===== src/rtl/fp_mul_seq.sv =====
// ---------------------------------------------------------------------------
// fp_mul_seq -- sequential IEEE-754 binary64 multiplier (responder side of the
// shared-operator valid/ready/finish handshake).
//
// The significand product is built by a radix-2^RADIX_BITS shift-add loop,
// LSB first. Every request walks IDLE -> UNPACK -> MUL (N cycles) -> NORM ->
// ROUND, so the latency is a fixed N+3 cycles for every operand class.
// N = ceil(53/RADIX_BITS).
//
// Numeric behaviour: round to nearest even, subnormal inputs read as signed
// zero, tiny results flush to signed zero, huge results saturate to inf.
// Every NaN result is the canonical quiet NaN 0x7FF8000000000000.
//
// Parameters:
//   DBL_WIDTH  : operand/result width, must be 64
//   RADIX_BITS : multiplier bits consumed per MUL cycle (1, 2 or 4)
//
// Ports:
//   clk    : clock
//   rst_n  : asynchronous active-low reset
//   valid  : request pulse; a/b are sampled when valid && ready
//   ready  : high while IDLE (including the finish cycle)
//   a, b   : binary64 operands
//   finish : one-cycle pulse, result valid in that cycle
//   result : product, held until the next finish
//   flags  : {invalid, div0, overflow, underflow, inexact}. This port exists
//            only when FP_MUL_EXC_FLAGS_EN is defined, and is registered with
//            result.
//
// Optional feature macro: FP_MUL_EXC_FLAGS_EN
// ---------------------------------------------------------------------------
module fp_mul_seq #(
  parameter int DBL_WIDTH  = 64,
  parameter int RADIX_BITS = 2
) (
  input  logic                 clk,
  input  logic                 rst_n,
  input  logic                 valid,
  output logic                 ready,
  input  logic [DBL_WIDTH-1:0] a,
  input  logic [DBL_WIDTH-1:0] b,
  output logic                 finish,
  output logic [DBL_WIDTH-1:0] result
`ifdef FP_MUL_EXC_FLAGS_EN
  ,
  output logic [4:0]           flags
`endif
);

  // Number of MUL iterations, padded multiplier width and counter width.
  localparam int N  = (53 + RADIX_BITS - 1) / RADIX_BITS;
  localparam int MW = N * RADIX_BITS;
  localparam int CW = (N > 1) ? $clog2(N) : 1;

  generate
    if (DBL_WIDTH != 64) begin : g_bad_width
      $error("fp_mul_seq: only DBL_WIDTH=64 is supported");
    end
    if ((RADIX_BITS != 1) && (RADIX_BITS != 2) && (RADIX_BITS != 4)) begin : g_bad_radix
      $error("fp_mul_seq: RADIX_BITS must be 1, 2 or 4");
    end
  endgenerate

  typedef enum logic [2:0] {
    ST_IDLE   = 3'd0,
    ST_UNPACK = 3'd1,
    ST_MUL    = 3'd2,
    ST_NORM   = 3'd3,
    ST_ROUND  = 3'd4
  } state_t;

  // Special-case code, resolved in UNPACK and applied in ROUND.
  localparam logic [1:0] SP_NONE = 2'd0;
  localparam logic [1:0] SP_NAN  = 2'd1;
  localparam logic [1:0] SP_INF  = 2'd2;
  localparam logic [1:0] SP_ZERO = 2'd3;

  localparam logic [63:0] QNAN = 64'h7FF8_0000_0000_0000;

  // Classify both operands and apply the special-case priority:
  // NaN (including inf*0), then inf, then zero. exp==0 is zero (DAZ).
  function automatic logic [1:0] special_code(input logic [10:0] ea,
                                              input logic [51:0] fa,
                                              input logic [10:0] eb,
                                              input logic [51:0] fb);
    logic a_zero, a_inf, a_nan, b_zero, b_inf, b_nan;
    a_zero = (ea == 11'd0);
    a_inf  = (ea == 11'h7FF) && (fa == 52'd0);
    a_nan  = (ea == 11'h7FF) && (fa != 52'd0);
    b_zero = (eb == 11'd0);
    b_inf  = (eb == 11'h7FF) && (fb == 52'd0);
    b_nan  = (eb == 11'h7FF) && (fb != 52'd0);
    if (a_nan || b_nan || (a_inf && b_zero) || (a_zero && b_inf)) begin
      return SP_NAN;
    end else if (a_inf || b_inf) begin
      return SP_INF;
    end else if (a_zero || b_zero) begin
      return SP_ZERO;
    end else begin
      return SP_NONE;
    end
  endfunction

  // Multiplicand times one radix digit, built from shifted copies.
  function automatic logic [105:0] radix_partial(input logic [105:0]          mc,
                                                 input logic [RADIX_BITS-1:0] digit);
    logic [105:0] sum;
    sum = 106'd0;
    for (int j = 0; j < RADIX_BITS; j++) begin
      sum = sum + (digit[j] ? (mc << j) : 106'd0);
    end
    return sum;
  endfunction

  state_t               state_r;
  logic [63:0]          a_r, b_r;
  logic                 sign_r;
  logic signed [12:0]   exp_r;
  logic [1:0]           spec_r;
  logic [105:0]         mcand_r;
  logic [MW-1:0]        mplier_r;
  logic [105:0]         acc_r;
  logic [CW-1:0]        cnt_r;
  logic [51:0]          frac_r;
  logic                 guard_r;
  logic                 sticky_r;
  logic                 finish_r;
  logic [63:0]          result_r;

  logic [10:0]          ea_s, eb_s;
  logic [51:0]          fa_s, fb_s;
  logic [1:0]           spec_s;
  logic signed [12:0]   exp_sum_s;
  logic [105:0]         acc_next_s;
  logic [51:0]          norm_frac_s;
  logic                 norm_guard_s;
  logic                 norm_sticky_s;
  logic signed [12:0]   norm_exp_s;
  logic                 round_up_s;
  logic [52:0]          frac_inc_s;
  logic signed [12:0]   exp_fin_s;
  logic                 ovf_s;
  logic                 unf_s;
  logic [63:0]          packed_s;

  assign ready  = (state_r == ST_IDLE);
  assign finish = finish_r;
  assign result = result_r;

  // Operand field split, classification and biased exponent sum.
  always_comb begin
    ea_s      = a_r[62:52];
    eb_s      = b_r[62:52];
    fa_s      = a_r[51:0];
    fb_s      = b_r[51:0];
    spec_s    = special_code(ea_s, fa_s, eb_s, fb_s);
    exp_sum_s = $signed({2'b00, ea_s}) + $signed({2'b00, eb_s}) - 13'sd1023;
  end

  // One shift-add step of the significand product.
  always_comb begin
    acc_next_s = acc_r + radix_partial(mcand_r, mplier_r[RADIX_BITS-1:0]);
  end

  // Normalise the product. It lies in [1,4) scaled by 2^104, so at most one
  // right shift is needed. The hidden bit is dropped here.
  always_comb begin
    if (acc_r[105]) begin
      norm_frac_s   = acc_r[104:53];
      norm_guard_s  = acc_r[52];
      norm_sticky_s = |acc_r[51:0];
      norm_exp_s    = exp_r + 13'sd1;
    end else begin
      norm_frac_s   = acc_r[103:52];
      norm_guard_s  = acc_r[51];
      norm_sticky_s = |acc_r[50:0];
      norm_exp_s    = exp_r;
    end
  end

  // Round to nearest even, range check, and pack the final encoding.
  always_comb begin
    round_up_s = guard_r & (sticky_r | frac_r[0]);
    frac_inc_s = {1'b0, frac_r} + {52'd0, round_up_s};
    // A carry out of the fraction means the mantissa rolled over to 1.0 at
    // the next exponent. The fraction bits are then already zero.
    exp_fin_s  = exp_r + (frac_inc_s[52] ? 13'sd1 : 13'sd0);
    ovf_s      = (spec_r == SP_NONE) && (exp_fin_s >= 13'sd2047);
    unf_s      = (spec_r == SP_NONE) && !ovf_s && (exp_fin_s <= 13'sd0);
    case (spec_r)
      SP_NAN:  packed_s = QNAN;
      SP_INF:  packed_s = {sign_r, 11'h7FF, 52'd0};
      SP_ZERO: packed_s = {sign_r, 63'd0};
      SP_NONE: begin
        if (ovf_s) begin
          packed_s = {sign_r, 11'h7FF, 52'd0};
        end else if (unf_s) begin
          packed_s = {sign_r, 63'd0};
        end else begin
          packed_s = {sign_r, exp_fin_s[10:0], frac_inc_s[51:0]};
        end
      end
      default: packed_s = QNAN;
    endcase
  end

`ifdef FP_MUL_EXC_FLAGS_EN
  logic [4:0] flags_r;
  logic [4:0] flags_s;

  assign flags = flags_r;

  // Exception flags for the operation being rounded.
  always_comb begin
    flags_s = {(spec_r == SP_NAN),
               1'b0,
               ovf_s,
               unf_s,
               (spec_r == SP_NONE) && (guard_r | sticky_r | ovf_s | unf_s)};
  end
`endif

  // Control FSM and datapath registers.
  always_ff @(posedge clk or negedge rst_n) begin
    if (!rst_n) begin
      state_r  <= ST_IDLE;
      a_r      <= 64'd0;
      b_r      <= 64'd0;
      sign_r   <= 1'b0;
      exp_r    <= 13'sd0;
      spec_r   <= SP_NONE;
      mcand_r  <= 106'd0;
      mplier_r <= {MW{1'b0}};
      acc_r    <= 106'd0;
      cnt_r    <= {CW{1'b0}};
      frac_r   <= 52'd0;
      guard_r  <= 1'b0;
      sticky_r <= 1'b0;
      finish_r <= 1'b0;
      result_r <= 64'd0;
`ifdef FP_MUL_EXC_FLAGS_EN
      flags_r  <= 5'd0;
`endif
    end else begin
      finish_r <= 1'b0;
      case (state_r)
        ST_IDLE: begin
          if (valid && ready) begin
            a_r     <= a;
            b_r     <= b;
            state_r <= ST_UNPACK;
          end
        end
        ST_UNPACK: begin
          sign_r   <= a_r[63] ^ b_r[63];
          exp_r    <= exp_sum_s;
          spec_r   <= spec_s;
          mcand_r  <= {53'd0, 1'b1, fa_s};
          mplier_r <= MW'({1'b1, fb_s});
          acc_r    <= 106'd0;
          cnt_r    <= {CW{1'b0}};
          state_r  <= ST_MUL;
        end
        ST_MUL: begin
          acc_r    <= acc_next_s;
          mcand_r  <= mcand_r << RADIX_BITS;
          mplier_r <= mplier_r >> RADIX_BITS;
          if (cnt_r == CW'(N - 1)) begin
            cnt_r   <= {CW{1'b0}};
            state_r <= ST_NORM;
          end else begin
            cnt_r   <= cnt_r + CW'(1);
          end
        end
        ST_NORM: begin
          frac_r   <= norm_frac_s;
          guard_r  <= norm_guard_s;
          sticky_r <= norm_sticky_s;
          exp_r    <= norm_exp_s;
          state_r  <= ST_ROUND;
        end
        ST_ROUND: begin
          result_r <= packed_s;
          finish_r <= 1'b1;
`ifdef FP_MUL_EXC_FLAGS_EN
          flags_r  <= flags_s;
`endif
          state_r  <= ST_IDLE;
        end
        default: begin
          state_r <= ST_IDLE;
        end
      endcase
    end
  end

endmodule


===== config.mk =====
export PLATFORM = sky130hd
export DESIGN_NAME = fp_mul_seq
export DESIGN_NICKNAME = d
export VERILOG_FILES = /design/src/rtl/fp_mul_seq.sv
export SDC_FILE = /design/constraint.sdc
export NUM_CORES = 2
export LEC_CHECK = 0
export CAP_MARGIN = 20
export CORE_ASPECT_RATIO = 0.8
export CORE_MARGIN = 2
export CORE_UTILIZATION = 45
export CTS_CLUSTER_DIAMETER = 150
export DETAILED_ROUTE_END_ITERATION = 6
export SYNTH_ARGS = -nofsm -noshare
export SYNTH_HDL_FRONTEND = slang
export SYNTH_SLANG_ARGS = --single-unit

===== constraint.sdc =====
create_clock -name clk -period 10.3 [get_ports clk]
set_clock_uncertainty 0.15 [all_clocks]
set_input_delay 3.09 -clock clk [delete_from_list [all_inputs] [get_ports clk]]
set_output_delay 3.09 -clock clk [all_outputs]
set_load 0.05 [all_outputs]

==> impl_results.md <==
* Cell Chain, Critical Path: and4_1 > nand4_1 > nor2_2 > and4_1 > and3_1 > nand2_2 > nor4_2 > nand3_2 > nor3_1 > ha_1 > ha_1 > and3_1 > nand3_1 > xnor2_1 > nor3_1 > a21oi_1 > nor2_1 > nor3_2 > nand3_1 > o21ai_0
* Core area at around 0.074 mm2
* Post-CTS sizing at 0
* Count of flip-flops with a built-in enable after synthesis at 0
* Antenna cell count at 0
* Weighted congestion reported at the end of routability-driven placement at between 0.8 and 0.9
* Antenna Nets Post-Route at 0
* Clock buffers created by TritonCTS at 56
* Fraction of power consumed by the clock network at between 10% and 20%
* Async SR Flop Fraction at 100%
* Final routed wire length divided by cell count at around 18 um
* Via count of the first global-routing pass at 25132
* Clock slew at reported path FFs at around 0.060 ns
* CTS H-Tree Depth at 2
* Netlist area before placement at 0.0334 mm2
* Part of the power in combinational logic at 57.4%
* Worst Min Path Start: result[9]
* Synthesized netlist cell count at 3544
* End of the worst register-to-register path: result[42]
* DRT Wirelength at roughly 86000 um
* Die Outline Area at between 0.07 and 0.08 mm2
* Via density at roughly 5.5
* Layout cell share with drive strength beyond 1 at about 8.4%
* Minimum clock period at about 6.4 ns
* DRC violation total after the first TritonRoute iteration at ~2000
* Result of the run: completed
* Register-to-register setup slack at around 3.9 ns
* Aggregate global-route resource usage at between 20% and 30%
* Post-layout net count at ~4000
* Clock tree from TritonCTS: yes
* Placement Rows at 89
* Maximum Capacitance Violations at 0
* Final Setup Violations at 0
* Max frequency at between 150 and 200 MHz
* LEAKAGE at around 17 nW
* Number of search-and-repair iterations in the first detailed-routing pass at 5
* Critical register-to-register path startpoint: frac_r[11]
* Height of the die at 248 um
* Unique masters post-synth at 97
* Detailed-placement wirelength estimate at 61500 um
* Setup bufs post-CTS at 0
* Hold Path Depth at 2
* Sequential fraction of design power at about a quarter
* Post-layout power at around 14 mW
* DR DRC count at 0
* Setup repair after global routing missed its margin: false
* Fin Hold WS at 0.324 ns
* Setup TNS after final layout at 0 ns
* Final-report max-slew violation count at 0
* Internal at approximately 7.3 mW
* Post-synth net total at between 3000 and 4000
* Max-Slew Margin vs Limit at approximately a quarter
* Switching share of total power at about 47%
* Hold EP: result[9]
* Initial antenna violation count at 1
* Critical Path End Type: flop
* Pin count of the biggest net entering global routing at 157
* Largest stage delay on the critical path at about 0.90 ns
* Reg2reg path depth at 20
* Clock network latency to the later pin of the worst-skew pair at about 0.62 ns
* YS warnings at 0
* Part of the Yosys area used for sequential elements at 40.1%
* Worst Setup Path Type: reg2reg
* Chip Width at just over 300 um
* Layout-stage area growth over the synthesis result at 14.0%
* Clock sink total at roughly 540
* Seq cells post-synth at about 540
* Cell with the largest stage delay on the worst path: nand3_1
* Worst Hold Class: reg2reg
* Psw at around 6.6 mW
* Count of port buffers added during placement at about 200
* Worst Path Required at 10.66 ns
* Cell chosen for the clock root: clkbuf_16
* Maximum fanout along the worst path at 28
* GR Overflow Total at 0
* Worst supply voltage drop on vdd at about 0.00027 V
* Endpoints failing hold at 0
* Final worst path period share at a little over three fifths
* Ratio of total power to cell area at ~360 mW/mm2
* Count of vias placed by the detailed router at approximately 26000
* Most used flip-flop cell after synthesis: dfrtp_1
* Worst path arrival time at ~6.8 ns
* Actual transition at the worst max-transition pin at 1.10 ns
* Top-Level Pins at 197
* Initial Utilization at 45.4%
* Per-instance average area after synthesis at between 9 and 10 um2
* Critical path startpoint category: flop
* Max Buffers Root-to-Sink at 3
* Wire length of the first global-routing pass at about 140000 um
* Count of hold-fix buffers inserted at cts at 0
==> cells in the final DEF, fill, tap and decap left out, types with 8 or more instances in the layout <==
master and n:
inv_1 48, clkdlybuf4s50_1 195, xor2_1 92, o31ai_1 26
dfrtp_1 533, nor2_1 217, clkbuf_8 11, clkbuf_16 57
mux2i_1 54, clkbuf_1 8, fa_1 106, clkinv_2 9
a211oi_1 9, nand2_1 560, a21o_1 83, o21bai_1 37
ha_1 133, or2_2 8, o21ai_1 13, nor4_1 51
and2_1 213, nor3_1 27, buf_4 19, a21oi_1 170
nand4_1 64, a31oi_1 114, and4_1 10, bufinv_16 10
xnor2_1 80, o21a_1 17, and3_1 28, o22ai_1 12
a22o_1 83, mux2_2 124, nand3_1 47, o21ai_0 245
==> state kept, by name (all words and copies together), names as in the netlist <==
name / count
frac_r: 52
finish: 1
spec_r: 2
sign_r: 1
cnt_r: 5
state_r: 3
exp_r: 13
sticky_r: 1
mplier_r: 53
mcand_r: 106
a_r: 64
acc_r: 106
b_r: 64
result: 64
guard_r: 1
==> layout make-up <==
class / count / area (um2)
clock buffer: 76 / 1610
clock inverter: 27 / 425
fill: 6902 / 35500
inverter: 50 / 193
multi-input combinational: 2749 / 19000
sequential: 536 / 13400
tap: 1001 / 1250
timing repair buffer: 218 / 2150
==> worst max path at each step <==
stage               start          to  slack (ns)
2_1_floorplan  state_r[0]       ready        5.43
3_5_place_dp   frac_r[11]  result[42]        3.79
5_1_grt        frac_r[11]  result[40]        3.10
3_3_place_gp   frac_r[11]  result[38]        4.02
4_1_cts        frac_r[11]  result[42]        3.77
6_report       frac_r[11]  result[42]        3.86
==> worst max-delay path, delay by kind of cell (launching register included) <==
kind | cells | cell delay (ns)
xor gates and xnor gates | 1 | 0.27
AOI/OAI and AO/OA | 2 | 0.58
adders and majority gates | 2 | 0.53
DFF | 1 | 0.42
and+or+nand+nor | 15 | 4.36
==> cells in the mapped netlist (7+ instances only) <==
cell / n / area [um2]
a221o_1: 7 / 70.1
ha_1: 133 / 1660
a21oi_1: 170 / 851
mux2i_1: 54 / 541
nor3_1: 27 / 135
nor4_1: 52 / 325
mux2_2: 124 / 1400
dfrtp_1: 536 / 13400
o22ai_1: 12 / 75.1
and4_1: 10 / 87.6
clkbuf_1: 175 / 657
inv_1: 48 / 180
a211oi_1: 9 / 67.6
and2_1: 215 / 1350
a22o_1: 83 / 727
o31ai_1: 26 / 195
a21o_1: 83 / 623
o21ai_1: 13 / 65.1
nor2_1: 217 / 815
nand2_1: 563 / 2110
buf_2: 13 / 65.1
nand2b_1: 7 / 43.8
and3_1: 28 / 175
xor2_1: 92 / 806
o21bai_1: 37 / 278
or2_2: 8 / 50.1
a31oi_1: 114 / 713
a21oi_2: 7 / 61.3
nand4_1: 64 / 400
nor2b_1: 7 / 43.8
o21a_1: 17 / 128
buf_1: 16 / 60.1
o21ai_0: 245 / 1230
nand3_1: 47 / 235
fa_1: 106 / 2120
a22oi_1: 7 / 52.6
xnor2_1: 80 / 701
==> cells by family after synthesis <==
family	share of synthesized area (%)
buffers and inverters	3.00
muxes	5.80
adders and majority gates	11.3
and+or+nand+nor	18.1
DFF	40.1
xor gates and xnor gates	4.51
AOI/OAI and AO/OA	17.2
==> per-layer routing <==
layer	vias up	track usage (%)	share of wire, %
met2	541	32.9	42
met3	90	3.15	5.0
met4	0	3.93	1.4
met5	-	0	0
met1	12516	36.2	52
li1	12645	-	-
==> per-stage QoR <==
| stage | area [um2] | utilization [%] | setup WS [ns] | instances |
|---|---|---|---|---|
| floorplan | 33400 | - | 5.43 | 3544 |
| CTS | 38100 | 51.7 | 3.77 | 4656 |
| finish | 38100 | 51.7 | 3.86 | 4657 |
| detailed placement | 36000 | 49.0 | 3.79 | 4553 |
| global placement | 36000 | 49.0 | 4.02 | 4553 |
| global route | 38100 | 51.7 | 3.10 | 4657 |
==> power groups by stage <==
stage	logic (mW)	registers, mW	clock network (mW)
CTS	7.97	3.67	2.29
detailed placement	7.90	3.71	0
global route	8.95	3.80	2.38
global placement	7.87	3.70	0
floorplan	6.09	3.53	0
finish	7.97	3.67	2.24
(Power assumes the default switching activity.)
